==> src/rtl/as_imem_jtag_loader_pkg.sv <==
// Shared constants and types for the JTAG instruction-memory loader.
package as_imem_jtag_loader_pkg;

    localparam logic [7:0] IMEM_SCAN_IR    = 8'h80;
    localparam int         IMEM_ADDR_WIDTH = 10;
    localparam int         INSTR_WIDTH     = 32;
    localparam int         IM_SCAN_LENGTH  = IMEM_ADDR_WIDTH + INSTR_WIDTH + 1;
    localparam int         IMLD_SYNC_STAGES = 2;

    typedef enum logic [1:0] {
        IDLE  = 2'd0,
        WRITE = 2'd1,
        READ  = 2'd2,
        RWAIT = 2'd3
    } imld_state_t;

    // Instruction memory accesses must be word aligned.
    function automatic logic is_word_aligned(input logic [1:0] addr_lsb);
        return (addr_lsb == 2'b00);
    endfunction

endpackage

==> src/rtl/as_imem_jtag_loader_sync_edge.sv <==
// Multi-stage synchroniser: one channel with a rising-edge pulse output,
// plus a plain WIDTH-bit synchronised data path.
module as_sync_edge #(
    parameter int STAGES = 2,
    parameter int WIDTH  = 1
) (
    input  logic             clk_i,
    input  logic             rst_i,
    input  logic             edge_i,
    output logic             edge_rise_o,
    input  logic [WIDTH-1:0] data_i,
    output logic [WIDTH-1:0] data_o
);

    logic [STAGES-1:0]            edge_sync_q, edge_sync_d;
    logic                         edge_dly_q, edge_dly_d;
    logic [STAGES-1:0][WIDTH-1:0] data_sync_q, data_sync_d;

    // Shift every chain by one stage; the delayed copy feeds the edge detector.
    always_comb begin
        edge_sync_d = {edge_sync_q[STAGES-2:0], edge_i};
        edge_dly_d  = edge_sync_q[STAGES-1];
        data_sync_d = {data_sync_q[STAGES-2:0], data_i};
    end

    // Synchroniser flops, cleared by the asynchronous active-low reset.
    always_ff @(posedge clk_i or negedge rst_i) begin
        if (!rst_i) begin
            edge_sync_q <= '0;
            edge_dly_q  <= 1'b0;
            data_sync_q <= '0;
        end else begin
            edge_sync_q <= edge_sync_d;
            edge_dly_q  <= edge_dly_d;
            data_sync_q <= data_sync_d;
        end
    end

    assign edge_rise_o = edge_sync_q[STAGES-1] & ~edge_dly_q;
    assign data_o      = data_sync_q[STAGES-1];

endmodule

==> src/rtl/as_imem_jtag_loader.sv <==
// JTAG data register and access sequencer for I-Mem load/readback.
// TAP signals are oversampled in clk_i; each Update-DR becomes one I-Mem access.
module as_imem_jtag_loader
    import as_imem_jtag_loader_pkg::*;
#(
    parameter int ADDR_W      = IMEM_ADDR_WIDTH,
    parameter int DATA_W      = INSTR_WIDTH,
    parameter int SYNC_STAGES = IMLD_SYNC_STAGES
) (
    input  logic              clk_i,
    input  logic              rst_i,
    input  logic              tck_i,
    input  logic              tdi_i,
    input  logic              sel_i,
    input  logic              capture_dr_i,
    input  logic              shift_dr_i,
    input  logic              update_dr_i,
    output logic              tdo_o,
    output logic [ADDR_W-1:0] imem_addr_o,
    output logic [DATA_W-1:0] imem_wdata_o,
    output logic              imem_we_o,
    output logic              imem_re_o,
    input  logic [DATA_W-1:0] imem_rdata_i,
    output logic              cpu_hold_o,
    output logic              busy_o,
    output logic              err_o
);

    localparam int SCAN_LEN = ADDR_W + DATA_W + 1;

    logic tck_rise, tdi_s, sel_s, cap_s, shf_s, upd_s;
    logic tap_act;

    logic [SCAN_LEN-1:0] sr_q, sr_d;
    logic                tdo_q, tdo_d;
    logic [DATA_W-1:0]   rd_buf_q, rd_buf_d;
    logic [ADDR_W-1:0]   upd_addr_q, upd_addr_d;
    logic [DATA_W-1:0]   upd_data_q, upd_data_d;
    logic                upd_we_q, upd_we_d;
    logic                start_q, start_d;
    imld_state_t         state_q, state_d;
    logic [ADDR_W-1:0]   addr_q, addr_d;
    logic [DATA_W-1:0]   wdata_q, wdata_d;
    logic                err_q, err_d;
    logic                hold_q, hold_d;
    logic                we_strobe, re_strobe, misalign;

    as_sync_edge #(
        .STAGES (SYNC_STAGES),
        .WIDTH  (5)
    ) u_sync (
        .clk_i       (clk_i),
        .rst_i       (rst_i),
        .edge_i      (tck_i),
        .edge_rise_o (tck_rise),
        .data_i      ({tdi_i, sel_i, capture_dr_i, shift_dr_i, update_dr_i}),
        .data_o      ({tdi_s, sel_s, cap_s, shf_s, upd_s})
    );

    // TAP actions only happen on a sampled TCK rise while the scan instruction is selected.
    assign tap_act = tck_rise & sel_s;

    // Scan register: capture > shift > update; an update arriving while busy is dropped.
    always_comb begin
        sr_d       = sr_q;
        tdo_d      = sr_q[SCAN_LEN-1];
        upd_addr_d = upd_addr_q;
        upd_data_d = upd_data_q;
        upd_we_d   = upd_we_q;
        start_d    = 1'b0;
        err_d      = err_q | misalign;
        hold_d     = sel_s | (hold_q & ((state_q != IDLE) | start_q));
        if (tap_act) begin
            if (cap_s) begin
                sr_d = {addr_q, rd_buf_q, 1'b0};
            end else if (shf_s) begin
                sr_d = {sr_q[SCAN_LEN-2:0], tdi_s};
            end else if (upd_s) begin
                if ((state_q != IDLE) || start_q) begin
                    err_d = 1'b1;
                end else begin
                    upd_addr_d = sr_q[SCAN_LEN-1 -: ADDR_W];
                    upd_data_d = sr_q[DATA_W:1];
                    upd_we_d   = sr_q[0];
                    start_d    = 1'b1;
                end
            end
        end
    end

    // Access sequencer: one strobe cycle per latched update; reads wait one cycle for data.
    always_comb begin
        state_d   = state_q;
        addr_d    = addr_q;
        wdata_d   = wdata_q;
        rd_buf_d  = rd_buf_q;
        misalign  = 1'b0;
        we_strobe = 1'b0;
        re_strobe = 1'b0;
        case (state_q)
            IDLE: begin
                if (start_q) begin
                    if (!is_word_aligned(upd_addr_q[1:0])) begin
                        misalign = 1'b1;
                    end else begin
                        addr_d = upd_addr_q;
                        if (upd_we_q) begin
                            wdata_d = upd_data_q;
                            state_d = WRITE;
                        end else begin
                            state_d = READ;
                        end
                    end
                end
            end
            WRITE: begin
                we_strobe = 1'b1;
                state_d   = IDLE;
            end
            READ: begin
                re_strobe = 1'b1;
                state_d   = RWAIT;
            end
            RWAIT: begin
                rd_buf_d = imem_rdata_i;
                state_d  = IDLE;
            end
            default: state_d = IDLE;
        endcase
    end

    // State register for the scan path, the sequencer and the sticky/hold flags.
    always_ff @(posedge clk_i or negedge rst_i) begin
        if (!rst_i) begin
            sr_q       <= '0;
            tdo_q      <= 1'b0;
            rd_buf_q   <= '0;
            upd_addr_q <= '0;
            upd_data_q <= '0;
            upd_we_q   <= 1'b0;
            start_q    <= 1'b0;
            state_q    <= IDLE;
            addr_q     <= '0;
            wdata_q    <= '0;
            err_q      <= 1'b0;
            hold_q     <= 1'b0;
        end else begin
            sr_q       <= sr_d;
            tdo_q      <= tdo_d;
            rd_buf_q   <= rd_buf_d;
            upd_addr_q <= upd_addr_d;
            upd_data_q <= upd_data_d;
            upd_we_q   <= upd_we_d;
            start_q    <= start_d;
            state_q    <= state_d;
            addr_q     <= addr_d;
            wdata_q    <= wdata_d;
            err_q      <= err_d;
            hold_q     <= hold_d;
        end
    end

    assign tdo_o        = tdo_q;
    assign imem_addr_o  = addr_q;
    assign imem_wdata_o = wdata_q;
    assign imem_we_o    = we_strobe;
    assign imem_re_o    = re_strobe;
    assign cpu_hold_o   = hold_q;
    assign busy_o       = (state_q != IDLE);
    assign err_o        = err_q;

endmodule
==> config.mk <==
export PLATFORM = sky130hd
export DESIGN_NAME = as_imem_jtag_loader
export DESIGN_NICKNAME = d
export VERILOG_FILES = /design/src/rtl/as_imem_jtag_loader_pkg.sv /design/src/rtl/as_imem_jtag_loader_sync_edge.sv /design/src/rtl/as_imem_jtag_loader.sv
export SDC_FILE = /design/constraint.sdc
export NUM_CORES = 1
export LEC_CHECK = 0
export BUFFER_PORTS_ARGS = -buffer_cell sky130_fd_sc_hd__buf_2
export CORE_MARGIN = 1
export CORE_UTILIZATION = 40
export CTS_CLUSTER_SIZE = 8
export DETAILED_ROUTE_END_ITERATION = 6
export PLACE_DENSITY = 0.64
export SLEW_MARGIN = 20
export SYNTH_ARGS = -nofsm -noshare
export SYNTH_HDL_FRONTEND = slang
export SYNTH_SLANG_ARGS = --single-unit
==> constraint.sdc <==
create_clock -name clk_i -period 1.65 [get_ports clk_i]
set_input_delay 0.2475 -clock clk_i [delete_from_list [all_inputs] [get_ports clk_i]]
set_output_delay 0.2475 -clock clk_i [all_outputs]
set_load 0.1 [all_outputs]
==> results of run 1 <==
==> path summary, 6_finish.rpt <==
kind	end	slack, ns	cells after the start
worst min-delay path	rd_buf_q[27]$_DFFE_PN0N_	0.06	2
min in group asynchronous	imem_addr_o[5]$_DFFE_PN0P_	0.31	2
max in group asynchronous	imem_wdata_o[30]$_DFFE_PN0P_	0.73	3
worst max-delay path	upd_data_q[18]$_DFFE_PN0P_	0.06	5
worst max register to register	upd_data_q[18]$_DFFE_PN0P_	0.06	5
worst min register to register	u_sync.edge_sync_q[1]$_DFF_PN0_	0.36	0
==> power breakdown <==
group	internal (uW)	switching, uW
sequential	5550	735
combinational	1670	1110
clock	2220	1580
==> registers in the layout, indices dropped and copies added, names as in the netlist, 2 cells and up <==
register            flops
state_q                 2
u_sync.data_o           5
sr_q                   43
u_sync.data_sync_d      5
u_sync.edge_sync_q      2
imem_wdata_o           32
imem_addr_o            10
upd_addr_q             10
rd_buf_q               32
upd_data_q             32
==> Yosys cell counts <==
cell type and n:
and2_1 2, buf_4 4, and3b_1 1, nor2_1 3
nand2_1 2, o21bai_1 2, nand4_4 1, a32oi_1 1
a21oi_1 2, mux2_4 39, nand3_1 1, buf_6 4
nor2_2 1, or2_2 1, clkbuf_1 4, mux2_2 161
nor3b_2 1, buf_2 8, inv_1 4, nor3_2 1
dfrtp_1 179, nor2b_1 4
==> critical path, stage by stage (launching register included) <==
cell and delay, ns:
dfrtp_1 0.40, buf_4 0.15, nor3_4 0.22, nand4_4 0.13, buf_4 0.25, mux2_4 0.32
==> logic make-up (layout without fill, tap and decap cells) <==
family / Yosys count / after routing / synth area share
compound gates: 5 / 5 / 0.00470
buf+inv: 24 / 150 / 0.0202
flops: 179 / 179 / 0.624
mux: 200 / 200 / 0.334
simple gates: 18 / 18 / 0.0176
==> metal layers <==
metal | wire (um) | share of wire | vias to the layer above | GRT usage
met2 | 6330 | 0.50 | 57 | 0.242
li1 | - | - | 1737 | -
met4 | 125 | 0.0099 | 0 | 0.0500
met3 | 456 | 0.036 | 9 | 0.0414
met1 | 5780 | 0.46 | 1955 | 0.200
met5 | 0 | 0 | - | 0
==> area by class of cell <==
type | instances | area [sq um] | share of cell area
tap | 225 | 282 | 0.0322
multi-input combinational | 223 | 2590 | 0.296
inverter | 4 | 15.0 | 0.00171
timing repair buffer | 115 | 822 | 0.0939
clock buffer | 22 | 484 | 0.0553
clock inverter | 9 | 80.1 | 0.00915
sequential | 179 | 4480 | 0.512
==> stage by stage <==
| stage | total power [uW] | setup slack (ns) | instances |
|---|---|---|---|
| detailed placement | 9040 | 0.0854 | 737 |
| global route | 13500 | -0.0119 | 777 |
| CTS | 13000 | 0.0191 | 776 |
| global placement | 8900 | 0.124 | 737 |
| floorplan | 8180 | -0.390 | 426 |
| finish | 12900 | 0.0587 | 777 |
==> what timing repair did <==
action                                  4_1_cts  5_1_grt
hold endpoints to repair                     38        0
gates resized for setup                       9        3
hold buffers                                  7        0
endpoints found under the setup margin        2       42
pin swaps                                     1        1
setup buffers                                 2        1
==> run_results.csv, run 1 <==
group,metric,value,unit
floorplan,pin_count,88,
routing,drt_iter0_drc,196,
global_route,antenna_found_initial,0,
synth,ys_seq_elements,179,
global_route,track_usage,0.152,
sta,finalClockSkew,0.00691,ns
outcome,status,"finished clean",
synth,synth-warning-count,0,
cells_and_area,final_area,8760,sq um
sta,period_needed,1.59,ns
synth,synth_cell_types,22,
worst_setup_path,path_class,"reg2reg",
cts,insertion_delay,0.41,ns
synth,yosysSeqAreaShare,0.624,
floorplan,row_count,48,
sta,fmax,628,MHz
pwr,p_per_area,1470,nW/um^2
synth,yosys.area.top_type,"dfrtp_1",
cells_and_area,layout_common_cells,"dfrtp_1, mux2_2, buf_2",
global_route,grt_max_degree,47,
floorplan,die-area,18500,sq um
worst_setup_path,arrival,1.88,ns
place,placed_area,8070,sq um
pwr,leakagePower,0.00442,uW
place,io_buffers,87,
cts,clock-sinks,179,
sta,maxSlewViolCount,0,
cts,clk_path_buf_depth,2,
worst_setup_path,path_max_fanout,14,
synth,ys_top_cells_by_area,"dfrtp_1, mux2_2, mux2_4",
worst_setup_path,cp.required,1.94,ns
worst_setup_path,end_kind,"flip-flop",
routing,first_pass_iters,4,
worst_hold_path,holdCritStartpoint,"imem_rdata_i[27]",
global_route,grt_pass1_wl,21300,um
cts,cts.clk_slew.worst_paths,0.06,ns
sta,finalSetupTns,0,ns
cts,htree_levels,4,
cts,cts_tree,"yes",
cells_and_area,drive_gt1_frac,0.636,
synth,syn_area_per_cell,16.9,sq um
place,hpwl,8580,um
worst_setup_path,r2r_start,"state_q[1]$_DFFE_PN0P_",
global_route,gr-total-overflow,0,
floorplan,die_x,136,um
synth,syn_inst,426,
sta,whs,0.0633,ns
synth,yosysTopAreaCellShare,0.624,
sta,fin_crit_sh,0.964,
pwr,ir_worst_vdd,0.00128,V
cts,cts_made_buffers,17,
floorplan,core-area,17400,sq um
cells_and_area,fillerInstances,1506,
flow_run,cap_violations,0,
worst_hold_path,min_path_type,"in2reg",
sta,setup_viol,0,
cells_and_area,antenna_cells,0,
cells_and_area,syn_to_final_growth,21.9,%
cells_and_area,final_core_util,0.503,
routing,routed_wl,12700,um
worst_setup_path,critPathLaunchType,"flip-flop",
routing,final_antenna_net_count,0,
cells_and_area,mostFrequentLayoutCell,"dfrtp_1",
place,place_congestion,0.715,
sta,tightest_slew,0.499,ns
routing,routed-via-count,3758,
routing,avgRoutedWirePerCell,16.3,um
floorplan,die_y,136,um
cells_and_area,nNetsFinal,580,
synth,synth_nets,466,
routing,vias_per_cell,4.84,
synth,synth_area,7180,sq um
sta,hold_viol_final,0,
global_route,grt_pass1_vias,4069,
routing,route.detailed.drc,0,
cts,root_buffer,"clkbuf_16",
worst_setup_path,crit_start,"state_q[1]$_DFFE_PN0P_",
sta,max_slew_margin,0.670,
floorplan,start_util,0.412,
No activity file was read; power rests on OpenSTA's default activity.
==> inputs of run 2 (changes only) <==
BUFFER_PORTS_ARGS = unset   (was -buffer_cell sky130_fd_sc_hd__buf_2)
CORE_UTILIZATION = 57   (was 40)
DONT_BUFFER_PORTS = 1   (was unset)
PLACE_DENSITY = 0.78   (was 0.64)
==> run_results.csv, run 2 (same netlist as run 1, synthesis figures left out) <==
group,metric,value,unit
pwr,clockPowerShare,0.300,
cts,clock-sinks,179,
sta,max_slew_margin,0.756,
cells_and_area,drive_gt1_frac,0.573,
routing,routed_wl,13400,um
sta,finalClockSkew,0.00726,ns
global_route,gr-total-overflow,0,
flow_run,cap_violations,0,
worst_setup_path,slowest_stage,"dfrtp_1",
routing,final_antenna_net_count,0,
worst_setup_path,r2r_setup_slack,-0.01,ns
cts,root_buffer,"clkbuf_16",
pwr,seq_power_share,0.485,
cells_and_area,nNetsFinal,577,
routing,avgRoutedWirePerCell,18.7,um
cts,cts_made_buffers,17,
floorplan,die_x,114,um
pwr,power.switching,3440,uW
worst_setup_path,worst_path_largest_cell_delay,0.40,ns
floorplan,pin_count,88,
global_route,grt_max_degree,180,
global_route,antenna_found_initial,0,
cells_and_area,antenna_cells,0,
global_route,grt_pass1_wl,21200,um
place,place_congestion,0.740,
pwr,leakagePower,0.00443,uW
cells_and_area,syn_to_final_growth,25.2,%
cts,clk_path_buf_depth,2,
cts,htree_levels,4,
routing,vias_per_cell,5.35,
cts,cts_tree,"yes",
pwr,comb_power_share,0.215,
pwr,power_switching_share,0.264,
worst_setup_path,r2r_start,"state_q[0]$_DFFE_PN0P_",
outcome,failed_checks,"hold timing, setup timing",
global_route,grt_pass1_vias,4132,
worst_setup_path,cp.required,1.95,ns
place,dp.cells,638,
worst_setup_path,cp_top_family,"buffers and inverters",
worst_setup_path,crit_chain,"buf_6 -> nor3_4 -> nand4_4 -> buf_12 -> clkbuf_16 -> mux2_4",
worst_setup_path,end_kind,"flip-flop",
pwr,ir_worst_vdd,0.00117,V
worst_setup_path,path_class,"reg2reg",
worst_setup_path,path_max_fanout,8,
cells_and_area,layout.cells.non_filler,718,
sta,rsz0062_at_grt,"true",
floorplan,core-area,12200,sq um
cts,cts.clk_slew.worst_paths,0.06,ns
sta,maxSlewViolCount,0,
routing,drt_iter0_drc,212,
sta,fin_crit_sh,1.01,
sta,setup_viol,6,
cts,insertion_delay,0.42,ns
floorplan,die-area,13100,sq um
sta,period_needed,1.66,ns
cells_and_area,fillerInstances,762,
cts,cts_hold_buf,38,
routing,route.detailed.drc,0,
worst_setup_path,worst-r2r-cell-count,6,
pwr,p_per_area,1450,nW/um^2
floorplan,die_y,114,um
place,pre_cts_ws,0.0504,ns
cells_and_area,largest_reg_flops,43,
worst_setup_path,crit_buf_inv,3,
sta,tightest_slew,0.366,ns
sta,fmax,602,MHz
floorplan,row_count,40,
worst_setup_path,critPathLaunchType,"flip-flop",
worst_hold_path,min_path_type,"in2async",
cells_and_area,regMostFlops,"sr_q",
outcome,status,"complete, but fails checks",
cells_and_area,layout_common_cells,"dfrtp_1, mux2_2, buf_4",
routing,routed-via-count,3840,
sta,whs,-0.479,ns
routing,first_pass_iters,4,
worst_setup_path,r2r_end,"upd_addr_q[0]$_DFFE_PN0P_",
floorplan,start_util,0.591,
worst_setup_path,arrival,1.96,ns
global_route,track_usage,0.219,
pwr,p_int,9570,uW
place,io_buffers,0,
place,hpwl,7660,um
sta,layout_setup_ws,-0.0106,ns
cells_and_area,mostFrequentLayoutCell,"dfrtp_1",
cells_and_area,final_core_util,0.740,
sta,hold_viol_final,179,
-- run 2: routing by layer --
layer,global-route usage,wire (um),vias up
met1,0.268,5920,2014
met5,0,0,-
met4,0.0736,190,0
met2,0.371,6810,72
met3,0.0683,499,19
li1,-,-,1735
-- run 2: worst max-delay path by stage --
stage,from,endpoint,cells past startpoint
finish,state_q[0]$_DFFE_PN0P_,upd_addr_q[0]$_DFFE_PN0P_,6
global route,state_q[0]$_DFFE_PN0P_,upd_data_q[2]$_DFFE_PN0P_,6
CTS,state_q[1]$_DFFE_PN0P_,imem_re_o,3
detailed placement,u_sync.edge_dly_q$_DFF_PN0_,sr_q[18]$_DFFE_PN0P_,4
global placement,u_sync.edge_dly_q$_DFF_PN0_,sr_q[18]$_DFFE_PN0P_,4
floorplan,state_q[0]$_DFFE_PN0P_,imem_we_o,1
-- run 2: repair_timing --
| item | 4_1_cts | 5_1_grt |
|---|---|---|
| buffers inserted | 3 | 3 |
| resized for setup | 10 | 5 |
| hold endpoints to repair | 217 | 179 |
| gates cloned | 0 | 5 |
| pin swaps | 1 | 3 |
| endpoints found under the setup margin | 3 | 32 |
-- run 2: per-stage QoR --
step / instance area (sq um) / TNS, ns / total power (uW)
after floorplan: 7180 / -0.779 / 8180
after global placement: 7840 / 0 / 8690
after detailed placement: 7840 / 0 / 8860
after CTS: 8850 / 0 / 13000
after global routing: 8990 / -1.19 / 13600
final: 8990 / -0.0245 / 13000
-- run 2: cell type report --
type,count,area (sq um),area share
Timing Repair Buffer,112,1120,0.125
Inverter,4,15.0,0.00167
Sequential cell,179,4480,0.498
Tap cell,168,210,0.0234
Clock buffer,23,468,0.0520
Multi-Input combinational cell,223,2590,0.288
Clock inverter,9,105,0.0117
-- run 2: power groups by stage --
stage                     combinational, uW  sequential [uW]  clock, uW
after floorplan                        1920             6250          0
after global placement                 2410             6280          0
after detailed placement               2500             6360          0
after CTS                              2750             6290       3960
after global routing                   2980             6440       4160
final                                  2800             6310       3900
